[config.mk]
export PLATFORM = sky130hd
export DESIGN_NAME = block_scheduler_scorer
export DESIGN_NICKNAME = d
export VERILOG_FILES = /design/src/rtl/block_scheduler_scorer.sv
export SDC_FILE = /design/constraint.sdc
export NUM_CORES = 1
export LEC_CHECK = 0
export CORE_MARGIN = 1.5
export CORE_UTILIZATION = 50
export DETAILED_ROUTE_END_ITERATION = 8
export GPL_TIMING_DRIVEN = 0
export PLACE_DENSITY_LB_ADDON = 0.2
export SETUP_SLACK_MARGIN = 0.02
export SLEW_MARGIN = 20
export SYNTH_ARGS = -nofsm -noshare
export SYNTH_HDL_FRONTEND = slang
export SYNTH_SLANG_ARGS = --single-unit
[constraint.sdc]
create_clock -name clk_in -period 7.1 [get_ports clk_in]
set_input_delay 0.71 -clock clk_in [delete_from_list [all_inputs] [get_ports clk_in]]
set_output_delay 0.71 -clock clk_in [all_outputs]
set_load 0.02 [all_outputs]
[src/rtl/block_scheduler_scorer.sv]
// Game-state engine: song clock, note-block table scan, saber hit/miss scoring.
// Latency: entry i judged in scan cycle i, pulses/mask commit one cycle later; no backpressure, writes always accepted.
module block_scheduler_scorer #(
    parameter int NUM_BLOCKS      = 8,
    parameter int CYCLES_PER_TICK = 10,
    parameter int TIME_WIDTH      = 12,
    parameter int HIT_RADIUS      = 64,
    parameter int LOOKAHEAD       = 64,
    localparam int IW             = $clog2(NUM_BLOCKS)
) (
    input  logic                  clk_in,
    input  logic                  rst_in,
    input  logic                  start_in,
    input  logic                  wr_en_in,
    input  logic [IW-1:0]         wr_index_in,
    input  logic [11:0]           wr_x_in,
    input  logic [11:0]           wr_y_in,
    input  logic [TIME_WIDTH-1:0] wr_time_in,
    input  logic                  wr_color_in,
    input  logic [11:0]           hand_x_left_in,
    input  logic [11:0]           hand_y_left_in,
    input  logic [11:0]           hand_x_right_in,
    input  logic [11:0]           hand_y_right_in,
    output logic [TIME_WIDTH-1:0] curr_time_out,
    output logic                  running_out,
    output logic                  scan_busy_out,
    output logic [NUM_BLOCKS-1:0] visible_mask_out,
    output logic [NUM_BLOCKS-1:0] hit_mask_out,
    output logic                  hit_pulse_out,
    output logic                  miss_pulse_out,
    output logic [15:0]           score_out,
    output logic [7:0]            combo_out
);

    localparam int CW = $clog2(CYCLES_PER_TICK);
    localparam logic [CW-1:0]         TICK_LAST = CW'(CYCLES_PER_TICK - 1);
    localparam logic [IW-1:0]         IDX_LAST  = IW'(NUM_BLOCKS - 1);
    localparam logic [TIME_WIDTH:0]   LOOK      = (TIME_WIDTH + 1)'(LOOKAHEAD);
    localparam logic [12:0]           RADIUS    = 13'(HIT_RADIUS);
    localparam logic [TIME_WIDTH-1:0] TIME_END  = '1;

    typedef enum logic [1:0] {IDLE, WAIT, SCAN} state_t;

    state_t state, state_nxt;

    logic [CW-1:0]         tick_cnt;
    logic [IW-1:0]         scan_idx;
    logic [NUM_BLOCKS-1:0] valid;
    logic [NUM_BLOCKS-1:0] vis_shadow;
    logic [11:0]           hx_l, hy_l, hx_r, hy_r;

    // Table storage carries no reset; the valid bits qualify every entry.
    logic [11:0]           blk_x   [NUM_BLOCKS];
    logic [11:0]           blk_y   [NUM_BLOCKS];
    logic [TIME_WIDTH-1:0] blk_t   [NUM_BLOCKS];
    logic                  blk_c   [NUM_BLOCKS];

    always_ff @(posedge clk_in) begin
        if (wr_en_in) begin
            blk_x[wr_index_in] <= wr_x_in;
            blk_y[wr_index_in] <= wr_y_in;
            blk_t[wr_index_in] <= wr_time_in;
            blk_c[wr_index_in] <= wr_color_in;
        end
    end

    logic [11:0]           cur_x, cur_y, sel_hx, sel_hy;
    logic [TIME_WIDTH-1:0] cur_t, time_diff;
    logic                  cur_c;
    logic signed [12:0]    dx, dy;
    logic [12:0]           adx, ady;
    logic                  tick_done, last_entry, eval_live, vis, in_window, reach;
    logic                  do_hit, do_miss;
    logic [16:0]           score_sum;

    assign cur_x  = blk_x[scan_idx];
    assign cur_y  = blk_y[scan_idx];
    assign cur_t  = blk_t[scan_idx];
    assign cur_c  = blk_c[scan_idx];
    assign sel_hx = cur_c ? hx_r : hx_l;
    assign sel_hy = cur_c ? hy_r : hy_l;

    assign dx  = $signed({1'b0, sel_hx}) - $signed({1'b0, cur_x});
    assign dy  = $signed({1'b0, sel_hy}) - $signed({1'b0, cur_y});
    assign adx = dx[12] ? -dx : dx;
    assign ady = dy[12] ? -dy : dy;

    assign tick_done  = (state != IDLE) && (tick_cnt == TICK_LAST);
    assign last_entry = (scan_idx == IDX_LAST);
    assign time_diff  = cur_t - curr_time_out;

    // A restart abandons the scan, so the entry in flight is not judged.
    assign eval_live = (state == SCAN) && !start_in && valid[scan_idx] && !hit_mask_out[scan_idx];
    assign vis       = eval_live && (cur_t >= curr_time_out) && ({1'b0, time_diff} <= LOOK);
    assign in_window = eval_live && (cur_t == curr_time_out);
    assign reach     = (adx <= RADIUS) && (ady <= RADIUS);
    assign do_hit    = in_window && reach;
    assign do_miss   = in_window && !reach;
    assign score_sum = {1'b0, score_out} + {9'd0, combo_out} + 17'd1;

    logic [NUM_BLOCKS-1:0] shadow_nxt, hit_mask_nxt;

    always_comb begin
        shadow_nxt           = vis_shadow;
        shadow_nxt[scan_idx] = vis;
        hit_mask_nxt         = hit_mask_out;
        if (start_in)
            hit_mask_nxt = '0;
        else if (do_hit)
            hit_mask_nxt[scan_idx] = 1'b1;
        // A rewrite starts the entry fresh, overriding a hit landing the same cycle.
        if (wr_en_in)
            hit_mask_nxt[wr_index_in] = 1'b0;
    end

    always_comb begin
        state_nxt = state;
        case (state)
            IDLE: if (start_in) state_nxt = WAIT;
            WAIT: begin
                if (start_in)       state_nxt = WAIT;
                else if (tick_done) state_nxt = SCAN;
            end
            SCAN: begin
                if (start_in)        state_nxt = WAIT;
                else if (last_entry) state_nxt = (curr_time_out == TIME_END) ? IDLE : WAIT;
            end
            default: state_nxt = IDLE;
        endcase
    end

    always_ff @(posedge clk_in) begin
        if (rst_in) begin
            state            <= IDLE;
            tick_cnt         <= '0;
            scan_idx         <= '0;
            curr_time_out    <= '0;
            valid            <= '0;
            vis_shadow       <= '0;
            visible_mask_out <= '0;
            hit_mask_out     <= '0;
            hit_pulse_out    <= 1'b0;
            miss_pulse_out   <= 1'b0;
            score_out        <= '0;
            combo_out        <= '0;
            hx_l             <= '0;
            hy_l             <= '0;
            hx_r             <= '0;
            hy_r             <= '0;
        end else begin
            state        <= state_nxt;
            hit_mask_out <= hit_mask_nxt;
            if (wr_en_in)
                valid[wr_index_in] <= 1'b1;

            if (start_in) begin
                tick_cnt         <= '0;
                scan_idx         <= '0;
                curr_time_out    <= '0;
                vis_shadow       <= '0;
                visible_mask_out <= '0;
                hit_pulse_out    <= 1'b0;
                miss_pulse_out   <= 1'b0;
                score_out        <= '0;
                combo_out        <= '0;
            end else begin
                hit_pulse_out  <= do_hit;
                miss_pulse_out <= do_miss;
                if (state != IDLE)
                    tick_cnt <= tick_done ? '0 : tick_cnt + CW'(1);
                if (tick_done) begin
                    curr_time_out <= curr_time_out + TIME_WIDTH'(1);
                    scan_idx      <= '0;
                    hx_l          <= hand_x_left_in;
                    hy_l          <= hand_y_left_in;
                    hx_r          <= hand_x_right_in;
                    hy_r          <= hand_y_right_in;
                end
                if (state == SCAN) begin
                    vis_shadow <= shadow_nxt;
                    scan_idx   <= scan_idx + IW'(1);
                    if (last_entry)
                        visible_mask_out <= shadow_nxt;
                end
                if (do_hit) begin
                    score_out <= score_sum[16] ? 16'hFFFF : score_sum[15:0];
                    if (combo_out != 8'hFF)
                        combo_out <= combo_out + 8'd1;
                end else if (do_miss) begin
                    combo_out <= '0;
                end
            end
        end
    end

    assign running_out   = (state != IDLE);
    assign scan_busy_out = (state == SCAN);

endmodule
[Yosys cells after proc, flatten, opt, wreduce, memory -nomap -nowiden]
Memory sizes are Yosys's and may differ from the RTL's. A register that Yosys moved wholly into a read port is not among the register bits.
Cells that the tools add are included.
Storage, ports and cells
  register bits: 127
  memory bits (writable): 296
  memories kept: 4
Operators by class
  add/sub/neg operators: 11
  order comparisons: 8
  eq/ne operators: 11
  muxes and demuxes: 40
  bitwise gates (word level): 5
  reductions and logical operators: 24
Memories
  blk_t: words 8, width 12, read ports 1, clocked after Yosys merged registers in 1, wr ports 1, line 55  | logic [TIME_WIDTH-1:0] blk_t [NUM_BLOCKS];
  blk_x: words 8, width 12, read ports 1, clocked after Yosys merged registers in 1, wr ports 1, line 53  | logic [11:0] blk_x [NUM_BLOCKS];
  blk_y: words 8, width 12, read ports 1, clocked after Yosys merged registers in 1, wr ports 1, line 54  | logic [11:0] blk_y [NUM_BLOCKS];
  blk_c: words 8, width 1, read ports 1, clocked after Yosys merged registers in 1, wr ports 1, line 56  | logic blk_c [NUM_BLOCKS];
Operators with widths (count)
  8-bit 2-to-1 mux: 6
  3-bit 2-to-1 mux: 10
  13-bit by 7-bit <= comparator with 1-bit output (second input constant): 2
  13-bit 2-to-1 mux: 2
  13-bit negator: 2
  12-bit by 12-bit subtractor with 13-bit output: 2
  12-bit 2-to-1 mux: 2
  16-bit by 8-bit adder with 17-bit output: 1
  17-bit by 1-bit adder with 17-bit output (second input constant): 1
  16-bit 2-to-1 mux: 1
  8-bit OR: 2
  12-bit by 1-bit adder with 12-bit output (second input constant): 1
  12-bit equality test: 1
  12-bit equality test (second input constant): 1
  12-bit greater-or-equal comparator: 1
  12-bit by 7-bit <= comparator with 1-bit output (second input constant): 1
  1-bit logical AND: 12
  12-bit subtractor: 1
  2-bit 2-to-1 mux: 5
  8-bit by 1-bit adder with 8-bit output (second input constant): 1
  8-bit AND: 1
  8-bit bitwise mux: 1
  3-bit by 4-bit < comparator with 1-bit output (second input constant): 2
  8-bit != test (second input constant): 1
  24 further kinds: 39

[Logic depth before layout (Yosys ltp)]
Gate-level depths: netlist (run 1).
  word-level depth: 11
  mapped depth: 21
  mapped depth without buffers: 17

[Worst setup path before layout (run 1)]
OpenSTA, ideal clock, no wires.
  path type: flip-flop to flip-flop
  start point: reg with a tool-made name
  end point: reg score_out[1]
  arrival time: 5.210 ns
  required time: 7.012 ns
  setup slack: 1.801 ns
  stages on the path, launching flop included: 21
  path buffers: 4
  clock period less this slack: 5.299 ns
  path through: dfxtp_1 buf_1 mux4_2 mux2i_1 clkbuf_1 mux2i_1 ha_1 fa_1 nand2b_1 a21oi_1 xor2_1 nor4_1 nand4_1 a211o_1 a2111oi_2 nand4_2 nor2_2 buf_6 buf_6 nor2_2 a311oi_2
RTL lines
  to (signal assigned): line 186  | score_out <= score_sum[16] ? 16'hFFFF : score_sum[15:0];
  to (decl): line 31  | output logic [15:0] score_out,

==> summary.md, run 1 <==
| Metric | Value |
|---|---|
| Status | complete, no violations |
| Mapped Area | 18900 sq um |
| Post-Syn Nets | 1558 |
| Clock-pin transition on the worst setup and hold timing paths | 0.06 ns |
| RSZ-0062 raised after global routing | false |
| Die Ht | around 200 um |
| Commonest cells after routing, fill and taps aside | 296 x edfxtp_1, 152 x nand2_1, 147 x clkdlybuf4s50_1, 130 x dfxtp_1, 106 x a21oi_1 |
| P per Cell Area | 235 nW/um^2 |
| Routed vias | 12500 |
| Total Routing Usage GR | between 20% and 30% |
| Hold Fails Final Rpt | 0 |
| DR pass1 iterations | 5 |
| Post-Synthesis Cells | ~1400 |
| Worst-Margin Slew | ~1.1 ns |
| Clk_lat worst skew | 0.57 ns |
| Kind of critical path | reg -> reg |
| Antenna Nets Post-Route | 0 |
| Non-Filler Instances | 2180 |
| Row count | 71 |
| Rel. slew slack | between 20% and 30% |
| Sequential area share after synthesis | just over 60% |
| Core box area | 37500 sq um |
| Num ports | approximately 150 |
| H-tree levels | 2 |
| Critical path startpoint category | flop |
| Most common cell after layout, fill and taps aside | edfxtp_1 |
| Clock buffer depth | 3 |
| Yosys Warn Count | 0 |
| CP arrival | around 7.1 ns |
| DR vias/cell | 5.73 |
| CTS tree | done |
| CP Capture Type | flop |
| Crit path required time | 7.56 ns |
| Initial DRC Count | between 800 and 900 |
| Pleak | a little under 8 nW |
| Ys flop type | edfxtp_1 |
| Share of cells above drive strength 1 | 15.2% |
| Clock period minus worst slack | 6.59 ns |
| Placed instance count | 2094 |
| Nets | 1775 |
| Die area | 39100 sq um |
| Die X | 198 um |
| Crit path largest cell delay | ~0.82 ns |
| Hold path start | vis_shadow[5] |
| Number of port buffers | 147 |
| Total of max-cap violations | 0 |
| Final period util | 92.8% |
| Unique masters post-synth | 82 |
| CP cell instances | buf_1, buf_1, mux4_2, mux2_2, ha_1, fa_1, nand2b_1, a21oi_1, nor3_1, o2bb2ai_1, and2_1, a31oi_1, a2111oi_0, nand4_2, nor2_2, buf_6, buf_6, nor2_2, a311oi_2 |
| Area delta synth->final | 22.0% |
| Number of synthesized flops with an enable pin | a little under 300 |
| Clock Sink Count | 426 |
| Drt drc | 0 |
| Grt total ovfl | 0 |
| Slew Limit Fails | 0 |
| WL final | 45200 um |
| Routed len/inst | 20.7 um |
| CTS Buf Count | 45 |
| Starting utilization of the core area | 50.5% |
| Mapped Avg Cell Area | between 10 and 15 sq um |
| Postcts setup bufs | 0 |
| Ys async rst share | 0% |
| First-pass GRT wire length | 69700 um |
| Final setup violation count | 0 |
| Maximum clock frequency | roughly 150 MHz |
| Number of global-route vias before repair | 12300 |
| RD Place Congestion | 0.883 |
| DP HPWL | 31600 um |
| Initial antenna violation count | 4 |
| Yosys reg bits | 426 |
| Tot Pwr | 0.00543 W |
| Root buf cell | clkbuf_16 |
| Worst VDD drop | 0.239 mV |
| Tightest Hold Check Type | reg -> reg |
| Final setup skew | 0.0296 ns |
| Largest net degree at the start of global routing | 18 |
| Crit path max fanout | 10 |
| CP max stage cell | buf_1 |
==> timing repair <==
item                       4_1_cts  5_1_grt
hold buffers                     0        0
gates resized for setup          0        5
setup endpoints to repair        0       31
==> critical path, delay by kind of cell (launching register included) <==
kind | cells | cell delay [ns]
adders and majority gates | 2 | 0.58
AOI/OAI and AO/OA | 5 | 1.77
DFF | 1 | 0.37
buffers and inverters | 4 | 1.68
and+or+nand+nor | 6 | 1.17
muxes | 2 | 0.90
==> kinds of logic after synthesis <==
group / Yosys count / synth area share, %
muxes: 150 / 13.2
and+or+nand+nor: 393 / 9.92
adders and majority gates: 53 / 3.62
DFF: 426 / 60.7
AOI/OAI and AO/OA: 246 / 8.54
xor gates and xnor gates: 39 / 1.84
buffers and inverters: 106 / 2.25
==> cell usage after synthesis (4+ instances only) <==
master    instances  area, sq um
a211o_1           5         43.8
a211oi_1          7         52.6
a21boi_0          4         30.0
a21o_1           15          113
a21oi_1         106          531
a31oi_1          12         75.1
and3_1           14         87.6
buf_1            11         41.3
clkbuf_1         48          180
dfxtp_1         130         2600
edfxtp_1        296         8890
ha_1             50          626
inv_1            40          150
mux2_2           38          428
mux2i_1          36          360
mux4_2           75         1690
nand2_1         152          571
nand2b_1         16          100
nand3_1          29          145
nand4_1          19          119
nor2_1           78          293
nor2b_1           7         43.8
nor3_1           26          130
nor3b_1           9         67.6
nor4_1            6         37.5
o211a_1           7         70.1
o211ai_1          6         45.0
o21a_1            5         37.5
o21ai_0          32          160
or3_1             9         56.3
or4_1             5         37.5
xnor2_1          22          193
xor2_1           16          140
==> area by class of cell <==
class / instances / area (sq um)
antenna: 2 / 5.00
buffer: 66 / 279
clock buffer: 48 / 1150
clock inverter: 36 / 434
fill: 2870 / 14400
inverter: 40 / 150
multi-input combinational: 881 / 7090
sequential: 426 / 11500
tap: 511 / 639
timing repair buffer: 170 / 1870
==> stage by stage <==
step / instance area, sq um / worst slack, ns / hold WS (ns) / TNS (ns) / util [%]
4_1_cts: 23100 / 0.173 / 0.453 / 0 / 61.6
5_1_grt: 23100 / 0.0571 / 0.468 / 0 / 61.6
2_1_floorplan: 18900 / 1.80 / 0.431 / 0 / -
6_report: 23100 / 0.514 / 0.450 / 0 / 61.6
3_5_place_dp: 21500 / 0.215 / 0.444 / 0 / 57.3
3_3_place_gp: 21000 / -0.482 / 0.439 / -28.88 / 56.1
==> worst paths after layout <==
path | to | slack [ns] | depth (start not counted)
worst min-delay path | vis_shadow[5] | 0.45 | 2
worst max-delay path | score_out[0] | 0.51 | 19
worst max register to register | score_out[0] | 0.51 | 19
worst min register to register | vis_shadow[5] | 0.45 | 2
==> registers in the layout, indices dropped and copies added, names as in the netlist, 3 cells and up, named ones only <==
| name | flops |
|---|---|
| blk_t | 96 |
| blk_x | 96 |
| blk_y | 96 |
| score_out | 16 |
| curr_time_out | 12 |
| hx_l | 12 |
| hx_r | 12 |
| hy_l | 12 |
| hy_r | 12 |
| blk_c | 8 |
| combo_out | 8 |
| hit_mask_out | 8 |
| valid | 8 |
| vis_shadow | 8 |
| visible_mask_out | 8 |
| tick_cnt | 4 |
| scan_idx | 3 |
==> metal layers <==
metal / part of all wire [%] / GRT usage (%) / wire [um]
met1: 44 / 32.1 / 19900
met2: 48 / 39.6 / 21900
met3: 5.7 / 3.50 / 2580
met4: 1.7 / 5.85 / 784
met5: 0.066 / 0 / 30
==> power breakdown <==
part / leakage, nW / internal (W) / total (W) / switching (W)
registers: 3.74 / 0.00271 / 0.00273 / 0.0000141
logic: 3.21 / 0.000101 / 0.000217 / 0.000116
clock network: 0.768 / 0.00151 / 0.00249 / 0.000980
total: 7.71 / 0.00432 / 0.00543 / 0.00111
No activity file was read; power rests on OpenSTA's default activity.
==> run 2: changes to the inputs <==
--- a/constraint.sdc
+++ b/constraint.sdc
@@ -3,2 +3,2 @@
 set_output_delay 0.71 -clock clk_in [all_outputs]
-set_load 0.02 [all_outputs]
+set_load 0.1 [all_outputs]
==> results of run 2 <==
Same layout as run 1 (identical final DEF). Status: complete, no violations.
